`src/rtl/oclib_csr_event_array.sv`:
```
// Event-capture CSR array: sticky W1C status, RW mask, per-channel event counters and a registered irq.
// Define OCLIB_CSR_EVENT_COUNT_EN to build the clear-on-read COUNT registers; otherwise COUNT reads 0.
module oclib_csr_event_array #(
  parameter int unsigned NumChannels   = 4,
  parameter int unsigned EventW        = 8,
  parameter int unsigned CountW        = 16,
  parameter int unsigned CountSaturate = 1,
  parameter int unsigned AddrW         = 12
) (
  input  logic                          clock,
  input  logic                          resetN,
  input  logic                          csrRead,
  input  logic                          csrWrite,
  input  logic [AddrW-1:0]              csrAddress,
  input  logic [31:0]                   csrWdata,
  output logic [31:0]                   csrRdata,
  output logic                          csrReady,
  output logic                          csrError,
  input  logic [NumChannels*EventW-1:0] events,
  output logic                          irq,
  output logic [NumChannels-1:0]        irqChannel
);

  localparam int unsigned WordW    = AddrW - 2;
  localparam int unsigned ChW      = (NumChannels > 1) ? $clog2(NumChannels) : 1;
  localparam int unsigned NumWords = 4 * NumChannels;

  typedef logic [NumChannels-1:0][EventW-1:0] ev_arr_t;

  ev_arr_t                events_q;
  ev_arr_t                status_q, status_d;
  ev_arr_t                mask_q, mask_d;
  logic [NumChannels-1:0] irq_chan_q, irq_chan_d;
  logic [NumChannels-1:0] ch_sel;
  logic                   irq_q, irq_d;
  logic                   ready_q, error_q;
  logic [31:0]            rdata_q, rdata_d, rd_val;
  logic [WordW-1:0]       addr_word;
  logic [ChW-1:0]         chan_idx;
  logic [1:0]             reg_sel;
  logic                   accept, in_range, hit;
  logic                   unused_ok;

  assign addr_word = csrAddress[AddrW-1:2];
  assign chan_idx  = ChW'(addr_word >> 2);
  assign reg_sel   = addr_word[1:0];
  assign in_range  = 64'(addr_word) < 64'(NumWords);
  assign accept    = (csrRead | csrWrite) & ~ready_q;
  assign hit       = accept & in_range;

  // Byte-lane bits, upper write data and count config are intentionally unused in some builds.
  assign unused_ok = ^{csrAddress[1:0], csrWdata, 32'(CountW), 32'(CountSaturate)};

  always_comb begin
    ch_sel     = '0;
    irq_chan_d = '0;
    for (int c = 0; c < NumChannels; c++) begin
      ch_sel[c]     = hit && (chan_idx == ChW'(c));
      irq_chan_d[c] = |(status_q[c] & mask_q[c]);
    end
    irq_d = |irq_chan_d;
  end

`ifdef OCLIB_CSR_EVENT_COUNT_EN
  typedef logic [NumChannels-1:0][CountW-1:0] cnt_arr_t;

  cnt_arr_t          count_q, count_d;
  logic [CountW-1:0] cnt_base;

  // Clear-on-read drops the old value but keeps a same-cycle increment.
  always_comb begin
    count_d  = count_q;
    cnt_base = '0;
    for (int c = 0; c < NumChannels; c++) begin
      cnt_base = (ch_sel[c] && csrRead && (reg_sel == 2'd2)) ? '0 : count_q[c];
      if (|(events_q[c] & mask_q[c])) begin
        if ((CountSaturate != 0) && (&cnt_base)) count_d[c] = cnt_base;
        else                                     count_d[c] = cnt_base + CountW'(1);
      end else begin
        count_d[c] = cnt_base;
      end
    end
  end

  always_ff @(posedge clock or negedge resetN) begin
    if (!resetN) count_q <= '0;
    else         count_q <= count_d;
  end
`endif

  // Register writes; event set is applied last so it wins over a same-cycle W1C.
  always_comb begin
    status_d = status_q;
    mask_d   = mask_q;
    for (int c = 0; c < NumChannels; c++) begin
      if (ch_sel[c] && csrWrite) begin
        case (reg_sel)
          2'd0:    status_d[c] = status_q[c] & ~csrWdata[EventW-1:0];
          2'd1:    mask_d[c]   = csrWdata[EventW-1:0];
          2'd3:    status_d[c] = status_q[c] | csrWdata[EventW-1:0];
          default: ;
        endcase
      end
      status_d[c] = status_d[c] | events_q[c];
    end
  end

  always_comb begin
    rd_val = '0;
    case (reg_sel)
      2'd0:    rd_val = 32'(status_q[chan_idx]);
      2'd1:    rd_val = 32'(mask_q[chan_idx]);
`ifdef OCLIB_CSR_EVENT_COUNT_EN
      2'd2:    rd_val = 32'(count_q[chan_idx]);
`endif
      default: rd_val = '0;
    endcase
    rdata_d = (hit && csrRead) ? rd_val : '0;
  end

  always_ff @(posedge clock or negedge resetN) begin
    if (!resetN) begin
      events_q   <= '0;
      status_q   <= '0;
      mask_q     <= '0;
      irq_chan_q <= '0;
      irq_q      <= 1'b0;
      ready_q    <= 1'b0;
      error_q    <= 1'b0;
      rdata_q    <= '0;
    end else begin
      events_q   <= events;
      status_q   <= status_d;
      mask_q     <= mask_d;
      irq_chan_q <= irq_chan_d;
      irq_q      <= irq_d;
      ready_q    <= accept;
      error_q    <= accept & ~in_range;
      rdata_q    <= rdata_d;
    end
  end

  assign csrRdata   = rdata_q;
  assign csrReady   = ready_q;
  assign csrError   = error_q;
  assign irq        = irq_q;
  assign irqChannel = irq_chan_q;

endmodule

```
`config.mk`:
```
export PLATFORM = sky130hd
export DESIGN_NAME = oclib_csr_event_array
export DESIGN_NICKNAME = d
export VERILOG_FILES = /design/src/rtl/oclib_csr_event_array.sv
export SDC_FILE = /design/constraint.sdc
export NUM_CORES = 1
export LEC_CHECK = 0
export BUFFER_PORTS_ARGS = -buffer_cell sky130_fd_sc_hd__buf_2
export CORE_MARGIN = 1
export CORE_UTILIZATION = 30
export CTS_CLUSTER_SIZE = 28
export DETAILED_ROUTE_END_ITERATION = 10
export HOLD_SLACK_MARGIN = 0.1
export SETUP_SLACK_MARGIN = 0.1
export SLEW_MARGIN = 20
export SYNTH_ARGS = -nofsm -noshare
export SYNTH_HDL_FRONTEND = slang
export SYNTH_SLANG_ARGS = --single-unit
```
`constraint.sdc`:
```
create_clock -name clock -period 2.2 [get_ports clock]
set_clock_uncertainty 0.1 [all_clocks]
set_input_delay 0.33 -clock clock [delete_from_list [all_inputs] [get_ports clock]]
set_output_delay 0.33 -clock clock [all_outputs]
set_load 0.02 [all_outputs]
```
# Yosys cells after proc, flatten, opt, wreduce, memory -nomap -nowiden
# Index checks and enable logic that the tools add are counted.
# word_totals
wordCells,81
output_inout_bits,39
register_bits,135
# classes
bitwise_logic,23
n_eq_ne,5
n_mux,14
n_lt_le_gt_ge,2
n_reduce_logical,20
# ops
op,n
one-hot mux 8 bit (2 select lines),5
bitwise AND 8 bit,8
bitwise OR 8 bit,8
2-to-1 mux 8 bit,6
binary-select mux 8 bit (select 2 bit),2
2-to-1 mux 32 bit,1
OR reduction 32 bit,1
OR reduction 8 bit,4
"less-than comparator 10 x 5 -> 1 bit, second input constant",1
logical AND 1 bit,9
NOT 8 bit,1
AND reduction 2 bit,4
"equality test 2 bit, second input constant",3
"equality test 2 x 1 -> 1 bit, second input constant",2
zero test 2 bit,2
bitwise AND 1 bit,3
"less-than comparator 2 x 3 -> 1 bit, second input constant",1
NOT 1 bit,2
bitwise OR 1 bit,1

# Depth between registers and ports, before layout
# Gate-level depths: netlist (run 1).
# logic_depth
word_depth,7
mapped_depth,6
depth_no_buf,5

# Worst setup path before layout (run 1)
# Ideal clock, no wire load.
# synth_timing
path_kind,input -> register
startpoint,input port csrAddress[11]
endpoint,register mask_q[16] (netlist bit)
setup_ps,125
cell_stages,4
path_buffers,1
arrival_time_ps,1873
slack_ps,102
t_required_ps,1975
cell_sequence,or4_1 > buf_2 > nor4_4 > mux2_2
# synth_via
elab_chain_len,5
# synth_rtl
item,line_no,rtl
from (decl),14,"input logic [AddrW-1:0] csrAddress,"
less-than comparator 10 x 5 -> 1 bit,47,assign in_range = 64'(addr_word) < 64'(NumWords);
bitwise AND 1 bit,49,assign hit = accept & in_range;
logical AND 1 bit,58,ch_sel[c] = hit && (chan_idx == ChW'(c));
logical AND 1 bit,96,if (ch_sel[c] && csrWrite) begin
AND reduction 2 bit (no source line),--,
to (signal assigned),134,mask_q <= mask_d;
to (decl),32,"ev_arr_t mask_q, mask_d;"
# No other way between the ends.
# A chain may end at the register's enable or synchronous reset.

==> results.sh, run 1 <==
export IMPL_start_kind="register"
export IMPL_dr_pass1_iters=4
export IMPL_grt_max_degree=45
export IMPL_gp_congestion=0.846
export IMPL_crit_fanout=8
export IMPL_met3_usage=0.0358
export IMPL_synth_warnings=0
export IMPL_viasPerCell=4.96
export IMPL_dieArea_sq_um=17700
export IMPL_ys_flop_type="dfrtp_1"
export IMPL_drive_gt1_frac=0.307
export IMPL_coreArea_sq_um=16700
export IMPL_timing_final_crit_period_ps=2010
export IMPL_synthArstFlopShare=1.00
export IMPL_clk_pin_slew_ps=80
export IMPL_crit_type="reg -> reg"
export IMPL_clock_sink_count=111
export IMPL_reg2reg_depth=3
export IMPL_max_slew_margin_rel=0.535
export IMPL_cts_tree="built"
export IMPL_cts_root_buf="clkbuf_16"
export IMPL_area_sequential_sq_um=2780
export IMPL_critical_path_max_stage_delay_ps=850
export IMPL_dr_total_vias=3870
export IMPL_synth_common_cells="111 x dfrtp_1, 58 x inv_1, 35 x nor2_1"
export IMPL_fmax_ghz=0.497
export IMPL_placed_cells_incl_taps=731
export IMPL_start_util=0.309
export IMPL_stdcell_count=780
export IMPL_synth_edf_count=0
export IMPL_multi_input_area_sq_um=2000
export IMPL_antenna_cells=0
export IMPL_wl_per_cell_um=17.5
export IMPL_min_delay_start="csrRead"
export IMPL_yosysSeqAreaShare=0.538
export IMPL_final_nets=638
export IMPL_grt_pass1_vias=4041
export IMPL_hold_viol=0
export IMPL_crit_chain="or4b_2 -> a21oi_1 -> a32oi_1"
export IMPL_power_mw=4.10
export IMPL_hold_path_class="in -> reg"
export IMPL_power_density_nw_per_um2=633
export IMPL_antenna_found_initial=0
export IMPL_arrival_ps=2120
export IMPL_endpoint_kind="register"
export IMPL_grtUsageMet2=0.269
export IMPL_synth_area_sq_um=5160
export IMPL_final_core_utilization=0.388
export IMPL_grt_overflow=0
export IMPL_detail_route_antenna_nets=0
export IMPL_clk_latency_ps=360
export IMPL_wl_mm=13.7
export IMPL_whs_endpoint="csrReady"
export IMPL_synthDominantCellAreaShare=0.538
export IMPL_fillerInstances=1641
export IMPL_drv_slew=0
export IMPL_hold_slack_ps=125
export IMPL_holdPathStages=3
export IMPL_rr_startpoint="csrReady"
export IMPL_grt_pass1_wl_mm=21.7
export IMPL_vdd_ir_drop_max_uv=578
export IMPL_synthTopCellsByArea="dfrtp_1 54%, mux4_2 7.0%, mux2_2 6.5%"
export IMPL_rsz0062_at_grt="no"
export IMPL_die_w_um=133
export IMPL_io_pins=119
export IMPL_max_slew_worst_pin_slew_ps=689
export IMPL_portBuffers=68
export IMPL_rows=47
export IMPL_maxCapViolCount=0
export IMPL_drt_initial_drc_count=281
export IMPL_groute_layer_met1_usage=0.207
export IMPL_dpl_hpwl_mm=10.2
export IMPL_top_usage_layer="met2"
export IMPL_syn_area_per_cell_sq_um=11.9
export IMPL_syn_to_final_growth_pct=25.6
export IMPL_status="complete, no violations"
export IMPL_remaining_drc_errors=0
export IMPL_synth_most_common_cell="dfrtp_1"
export IMPL_yosysTopAreaCell="dfrtp_1"
export IMPL_synth_cells=434
export IMPL_synth_distinct_cells=34
export IMPL_die_h_um=133
export IMPL_grtUsageTotal=0.162
export IMPL_leakage_nw=2.95
export IMPL_cts_buffers=9
export IMPL_worst_path_max_delay_cell="or4b_2"
export IMPL_synth_ff_latch_count=111
export IMPL_htree_num_levels=3
export IMPL_r2r_end="status_q[27]"
export IMPL_setup_viol_count_final=0
export IMPL_cts_max_path_buffers=2
export IMPL_rrSetupSlack_ps=190
export IMPL_cp_required_ps=2310
export IMPL_finalCritPeriodShare=0.915
## layer usage
metal  vias up  share of wire
met1      1917           0.42
met3        25          0.069
li1       1757              -
met4         0          0.020
met5         -              0
met2       171           0.49
## worst max-delay path by stage
stage	end	cells past startpoint	start	slack [ps]
after floorplan	mask_q[16]	4	csrAddress[11]	100
after global routing	status_q[27]	3	csrReady	130
final	status_q[27]	3	csrReady	190
after CTS	status_q[14]	3	csrReady	180
after detailed placement	status_q[14]	6	csrAddress[2]	-160
after global placement	status_q[24]	6	csrAddress[2]	-70
## layout make-up
class / instances / area share
well taps: 220 / 0.0425
multi-input cells: 243 / 0.308
flip-flops and latches: 111 / 0.428
clock inverters: 5 / 0.00618
clock buffers: 11 / 0.0374
inverters: 58 / 0.0336
repair buffers: 132 / 0.144
## through the flow
stage / TNS [ps] / setup slack [ps] / instance area [sq um]
floorplan: 0 / 102 / 5250
global placement: -1240 / -69.4 / 5870
detailed placement: -2810 / -157 / 5870
CTS: 0 / 179 / 6480
global route: 0 / 130 / 6480
finish: 0 / 188 / 6480
## timing repair
action / CTS / global route
endpoints found under the hold margin: 67 / 0
endpoints found under the setup margin: 0 / 2
buffers inserted: 0 / 0
hold buffers: 33 / 0
resized for setup: 0 / 1
## cell families (layout without fill, tap and decap cells)
kind of cell	Yosys count	after routing	synth area share
adders and majority gates	3	3	0.00728
muxes	48	48	0.140
AOI/OAI and AO/OA	65	65	0.0965
and+or+nand+nor	103	103	0.124
other	1	24	0.000727
buffers and inverters	103	206	0.0931
DFF	111	111	0.538
## flip-flops by register name, summed over array words and instances (netlist names)
signal,flops
events_q,32
csrError,1
status_q,32
irq,1
csrReady,1
csrRdata,8
irqChannel,4
mask_q,32
## critical path, delay by kind of cell (launching register included)
family             cells  cell delay, ps
DFF                    1             410
AOI/OAI and AO/OA      2             500
and+or+nand+nor        1             850
## power breakdown
part	total, mW	internal, mW	switching, mW
registers	2.12	2.09	0.0299
logic	0.419	0.167	0.252
clock network	1.56	0.811	0.752
total	4.10	3.07	1.03
## cell usage in the layout, fill, tap and decap left out, drive strengths merged, types with 2 or more instances in the layout
master	n
mux4	16
o22ai	8
nor4bb	9
a32oi	32
dlygate4sd3	33
or4	2
ha	3
nor4	6
dfrtp	111
mux2	32
inv	60
clkbuf	11
nand4	6
nand3	32
buf	99
clkinv	3
nor2	35
nor4b	2
a21oi	8
and2	4
conb	24
a22oi	16
Note: power is estimated with default switching activity, not from simulation.
==> inputs of run 2 (changes only) <==
- SETUP_SLACK_MARGIN: 0.1 -> 0.2
==> run 2 against run 1 <==
Compared with the run above:
- cell count is 0.13% lower
- clock power hardly changed
- design area is 0.54% higher
- wire length is 1.1% lower
- flip-flop and latch count stayed put
- clock-buffer cell count is 1 higher
- critical path type unchanged
- critical endpoint is now mask_q[6]
- largest cell class unchanged
- highest routed layer unchanged
==> results.sh, run 2 (same netlist as run 1, synthesis figures left out) <==
export IMPL_drv_slew=0
export IMPL_fmax_ghz=0.525
export IMPL_drive_gt1_frac=0.318
export IMPL_wl_per_cell_um=17.4
export IMPL_met3_usage=0.0339
export IMPL_cts_buffers=9
export IMPL_io_pins=119
export IMPL_critical_path_max_stage_delay_ps=420
export IMPL_timing_final_crit_period_ps=1910
export IMPL_grt_pass1_wl_mm=22.1
export IMPL_grt_pass1_vias=4086
export IMPL_clk_latency_ps=360
export IMPL_finalCritPeriodShare=0.867
export IMPL_htree_num_levels=3
export IMPL_cts_setup_buffers=0
export IMPL_cp_num_buf_inv=1
export IMPL_cts_max_path_buffers=2
export IMPL_crit_family="simple AND/OR/NAND/NOR gates"
export IMPL_dieArea_sq_um=17700
export IMPL_reg_top3="events_q: 32 flops, mask_q: 32 flops, status_q: 32 flops"
export IMPL_final_nets=638
export IMPL_max_slew_margin_rel=0.628
export IMPL_hold_path_class="in -> reg"
export IMPL_finalWorstSetupSlack_ps=293
export IMPL_worst_path_max_delay_cell="dfrtp_1"
export IMPL_dr_total_vias=3895
export IMPL_wl_mm=13.5
export IMPL_crit_start="csrReady"
export IMPL_final_core_utilization=0.390
export IMPL_layout_cells_most_common="dfrtp_1"
export IMPL_maxCapViolCount=0
export IMPL_grt_max_degree=51
export IMPL_fillerInstances=1624
export IMPL_antenna_cells=0
export IMPL_pre_cts_ws_ps=-51.2
export IMPL_grtUsageMet2=0.263
export IMPL_status="complete, no violations"
export IMPL_groute_layer_met1_usage=0.220
export IMPL_rr_startpoint="csrReady"
export IMPL_vdd_ir_drop_max_uv=343
export IMPL_syn_to_final_growth_pct=26.3
export IMPL_arrival_ps=2040
export IMPL_grt_overflow=0
export IMPL_cts_tree="built"
export IMPL_portBuffers=68
export IMPL_rows=47
export IMPL_coreArea_sq_um=16700
export IMPL_cts_root_buf="clkbuf_16"
export IMPL_dpl_hpwl_mm=10.2
export IMPL_top_usage_layer="met2"
export IMPL_leakage_nw=2.94
export IMPL_start_util=0.309
export IMPL_crit_type="reg -> reg"
export IMPL_setup_viol_count_final=0
export IMPL_power_density_nw_per_um2=624
export IMPL_hold_viol=0
export IMPL_dr_pass1_iters=5
export IMPL_remaining_drc_errors=0
export IMPL_grtUsageTotal=0.163
export IMPL_die_w_um=133
export IMPL_min_delay_start="csrRead"
export IMPL_layout_common_cells="111 x dfrtp_1, 67 x buf_2, 58 x inv_1"
export IMPL_clock_sink_count=111
export IMPL_start_kind="register"
export IMPL_crit_fanout=8
export IMPL_max_slew_worst_pin_slew_ps=551
export IMPL_rsz0062_at_grt="no"
export IMPL_clk_pin_slew_ps=70
export IMPL_die_h_um=133
export IMPL_detail_route_antenna_nets=0
export IMPL_drt_initial_drc_count=260
export IMPL_cp_required_ps=2340
export IMPL_crit_chain="or3b_4 -> nor4_4 -> buf_4 -> mux2_2"
export IMPL_viasPerCell=5.00
export IMPL_gp_congestion=0.846
export IMPL_endpoint_kind="register"
export IMPL_antenna_found_initial=0
## run 2: metrics by stage
step	cell area, sq um	power, mW	instances	hold slack, ps	TNS (ps)
after detailed placement	5910	2.54	731	243	-233
after global routing	6520	4.24	779	153	0
after floorplan	5300	2.38	457	-65.6	0
final	6520	4.07	779	124	0
after CTS	6510	4.11	779	112	0
after global placement	5910	2.53	731	237	0
## run 2: what timing repair did
| action | 4_1_cts | 5_1_grt |
|---|---|---|
| endpoints found under the setup margin | 0 | 9 |
| endpoints found under the hold margin | 68 | 0 |
| hold buffers | 33 | 0 |
| gates resized for setup | 0 | 1 |
## run 2: report_power, final
group	internal [mW]	leakage (nW)	switching [mW]
registers	2.09	1.30	0.0302
clock network	0.804	0.134	0.724
logic	0.167	1.50	0.254
total	3.06	2.94	1.01
## run 2: final timing paths
kind                           endpoint  slack [ps]  depth (start not counted)
max                           mask_q[6]         290                          4
max reg2reg                   mask_q[6]         290                          4
min                            csrReady         120                          3
max in group asynchronous  status_q[28]         960                          3
min in group asynchronous     mask_q[0]         410                          2
min reg2reg                 status_q[8]         440                          2
## run 2: tightest hold or removal path, delay by kind of cell
family	cells	cell delay (ps)
AND/OR/NAND/NOR	2	130
buffers and inverters	1	90
## run 2: final cells by class
cell class / count / area [sq um] / area share
well taps: 220 / 275 / 0.0422
flip-flops and latches: 111 / 2780 / 0.426
repair buffers: 132 / 931 / 0.143
multi-input cells: 243 / 2040 / 0.313
clock inverters: 3 / 26.3 / 0.00403
inverters: 58 / 218 / 0.0334
clock buffers: 12 / 246 / 0.0378
## run 2: per-layer routing
metal	wire [um]	vias to the layer above	share of wire
met2	6480	157	0.48
met3	746	22	0.055
met4	249	0	0.018
li1	-	1762	-
met5	0	-	0
met1	6050	1954	0.45
==> inputs of run 3 (changes only) <==
- clock period: 2.2 -> 1.6 ns (I/O delays scaled with it)
==> run 3 against run 2 <==
Compared with the run above:
- the run now ends with negative setup slack left
- register-to-register slack got worse by 490 ps
- critical path depth did not move
- worst hold slack got worse by 3.9 ps
- clock power rose by 58%
- die area did not move
- sequential power rose by 37%
- via count rose by 8.1%
- core utilization rose by 6.5 points
- critical path type unchanged
- highest routed layer unchanged
==> results.sh, run 3 (same netlist as run 1, synthesis figures left out) <==
export IMPL_status="finished with violations"
export IMPL_failed_checks="negative setup slack"
export IMPL_cts_max_path_buffers=2
export IMPL_wl_per_cell_um=18.1
export IMPL_reg_top3="events_q: 32 flops, mask_q: 32 flops, status_q: 32 flops"
export IMPL_antenna_found_initial=0
export IMPL_grt_overflow=0
export IMPL_crit_family="simple AND/OR/NAND/NOR gates"
export IMPL_stdcell_count=849
export IMPL_met3_length_um=898
export IMPL_dr_pass1_iters=5
export IMPL_grtUsageTotal=0.183
export IMPL_layout_common_cells="108 x dfrtp_1, 80 x buf_4, 65 x buf_2"
export IMPL_reg2reg_depth=4
export IMPL_htree_num_levels=3
export IMPL_crit_fanout=8
export IMPL_cts_tree="built"
export IMPL_dieArea_sq_um=17700
export IMPL_drt_initial_drc_count=207
export IMPL_dr_wl_met2_mm=7.23
export IMPL_layout_cells_most_common="dfrtp_1"
export IMPL_rrSetupSlack_ps=-190
export IMPL_start_kind="register"
export IMPL_setup_viol_count_final=57
export IMPL_detail_route_antenna_nets=0
export IMPL_antenna_cells=0
export IMPL_crit_chain="buf_6 -> or4b_4 -> a21oi_4 -> a32oi_1"
export IMPL_die_h_um=133
export IMPL_start_util=0.309
export IMPL_dr_total_vias=4210
export IMPL_grt_pass1_wl_mm=24.4
export IMPL_dpl_hpwl_mm=11.1
export IMPL_whs_endpoint="mask_q[24]"
export IMPL_remaining_drc_errors=0
export IMPL_hold_viol=0
export IMPL_highest_layer="met4"
export IMPL_finalWorstSetupSlack_ps=-194
export IMPL_rsz0062_at_grt="yes"
export IMPL_cp_required_ps=1720
export IMPL_die_w_um=133
export IMPL_viasPerCell=4.96
export IMPL_r2r_end="status_q[3]"
export IMPL_hold_path_class="in -> reg"
export IMPL_wl_met1_mm=6.92
export IMPL_clk_latency_ps=360
export IMPL_finalCritPeriodShare=1.12
export IMPL_cp_num_buf_inv=1
export IMPL_cts_root_buf="clkbuf_16"
export IMPL_worst_path_max_delay_cell="or4b_4"
export IMPL_rows=47
export IMPL_rr_startpoint="csrReady"
export IMPL_arrival_ps=1920
export IMPL_portBuffers=68
export IMPL_clk_pin_slew_ps=70
export IMPL_holdPathStages=2
export IMPL_vdd_ir_drop_max_uv=555
export IMPL_cts_buffers=9
export IMPL_coreArea_sq_um=16700
export IMPL_drv_slew=0
export IMPL_power_density_nw_per_um2=799
export IMPL_clock_sink_count=111
export IMPL_wl_mm=15.3
export IMPL_critical_path_max_stage_delay_ps=630
export IMPL_leakage_nw=3.39
export IMPL_min_delay_start="csrWdata[0]"
export IMPL_drive_gt1_frac=0.448
export IMPL_fmax_ghz=0.557
export IMPL_final_nets=707
export IMPL_hold_slack_ps=120
export IMPL_io_pins=119
export IMPL_endpoint_kind="register"
export IMPL_crit_type="reg -> reg"
export IMPL_timing_final_crit_period_ps=1790
export IMPL_placed_cells_incl_taps=778
export IMPL_syn_to_final_growth_pct=47.2
export IMPL_maxCapViolCount=0
export IMPL_grt_max_degree=34
export IMPL_grt_pass1_vias=4363
export IMPL_gp_congestion=0.869
run 3: per-stage QoR:
step	total power [mW]	setup slack [ps]	instance area [sq um]	TNS (ps)	utilization
3_3_place_gp	3.57	-441	6470	-19630	0.387
4_1_cts	6.11	-172	7460	-7730	0.446
5_1_grt	6.31	-230	7600	-10680	0.455
2_1_floorplan	3.32	-390	5510	-13500	-
3_5_place_dp	3.58	-462	6470	-20780	0.387
6_report	6.07	-194	7600	-8580	0.455
run 3: worst max path at each step:
| stage | endpoint | cells past startpoint | slack (ps) | startpoint |
|---|---|---|---|---|
| 2_1_floorplan | mask_q[0] | 4 | -390 | csrAddress[11] |
| 3_3_place_gp | mask_q[6] | 5 | -440 | csrAddress[11] |
| 3_5_place_dp | mask_q[4] | 5 | -460 | csrAddress[11] |
| 4_1_cts | status_q[3] | 4 | -170 | csrReady |
| 5_1_grt | status_q[3] | 4 | -230 | csrReady |
| 6_report | status_q[3] | 4 | -190 | csrReady |
run 3: final cells by class:
class | instances | area (sq um)
clock buffers | 11 | 233
clock inverters | 5 | 81.3
fillers | 1519 | 9100
inverters | 58 | 220
multi-input cells | 243 | 2430
flip-flops and latches | 111 | 2780
well taps | 220 | 275
repair buffers | 201 | 1580
run 3: power breakdown:
group / total [mW] / internal, mW / switching [mW]
registers: 2.91 / 2.87 / 0.0406
logic: 0.734 / 0.325 / 0.408
clock network: 2.42 / 1.38 / 1.05
run 3: what timing repair did:
action | 4_1_cts | 5_1_grt
endpoints found under the setup margin | 74 | 76
pin swaps | 27 | 9
setup buffers | 14 | 7
hold buffers | 34 | 0
gates cloned | 0 | 0
hold endpoints to repair | 122 | 0
resized for setup | 56 | 18
run 3: layer usage:
metal  track usage  vias to the layer above
li1              -                     1901
met1         0.245                     2130
met2         0.287                      157
met3        0.0449                       22
met4        0.0663                        0
met5             0                        -
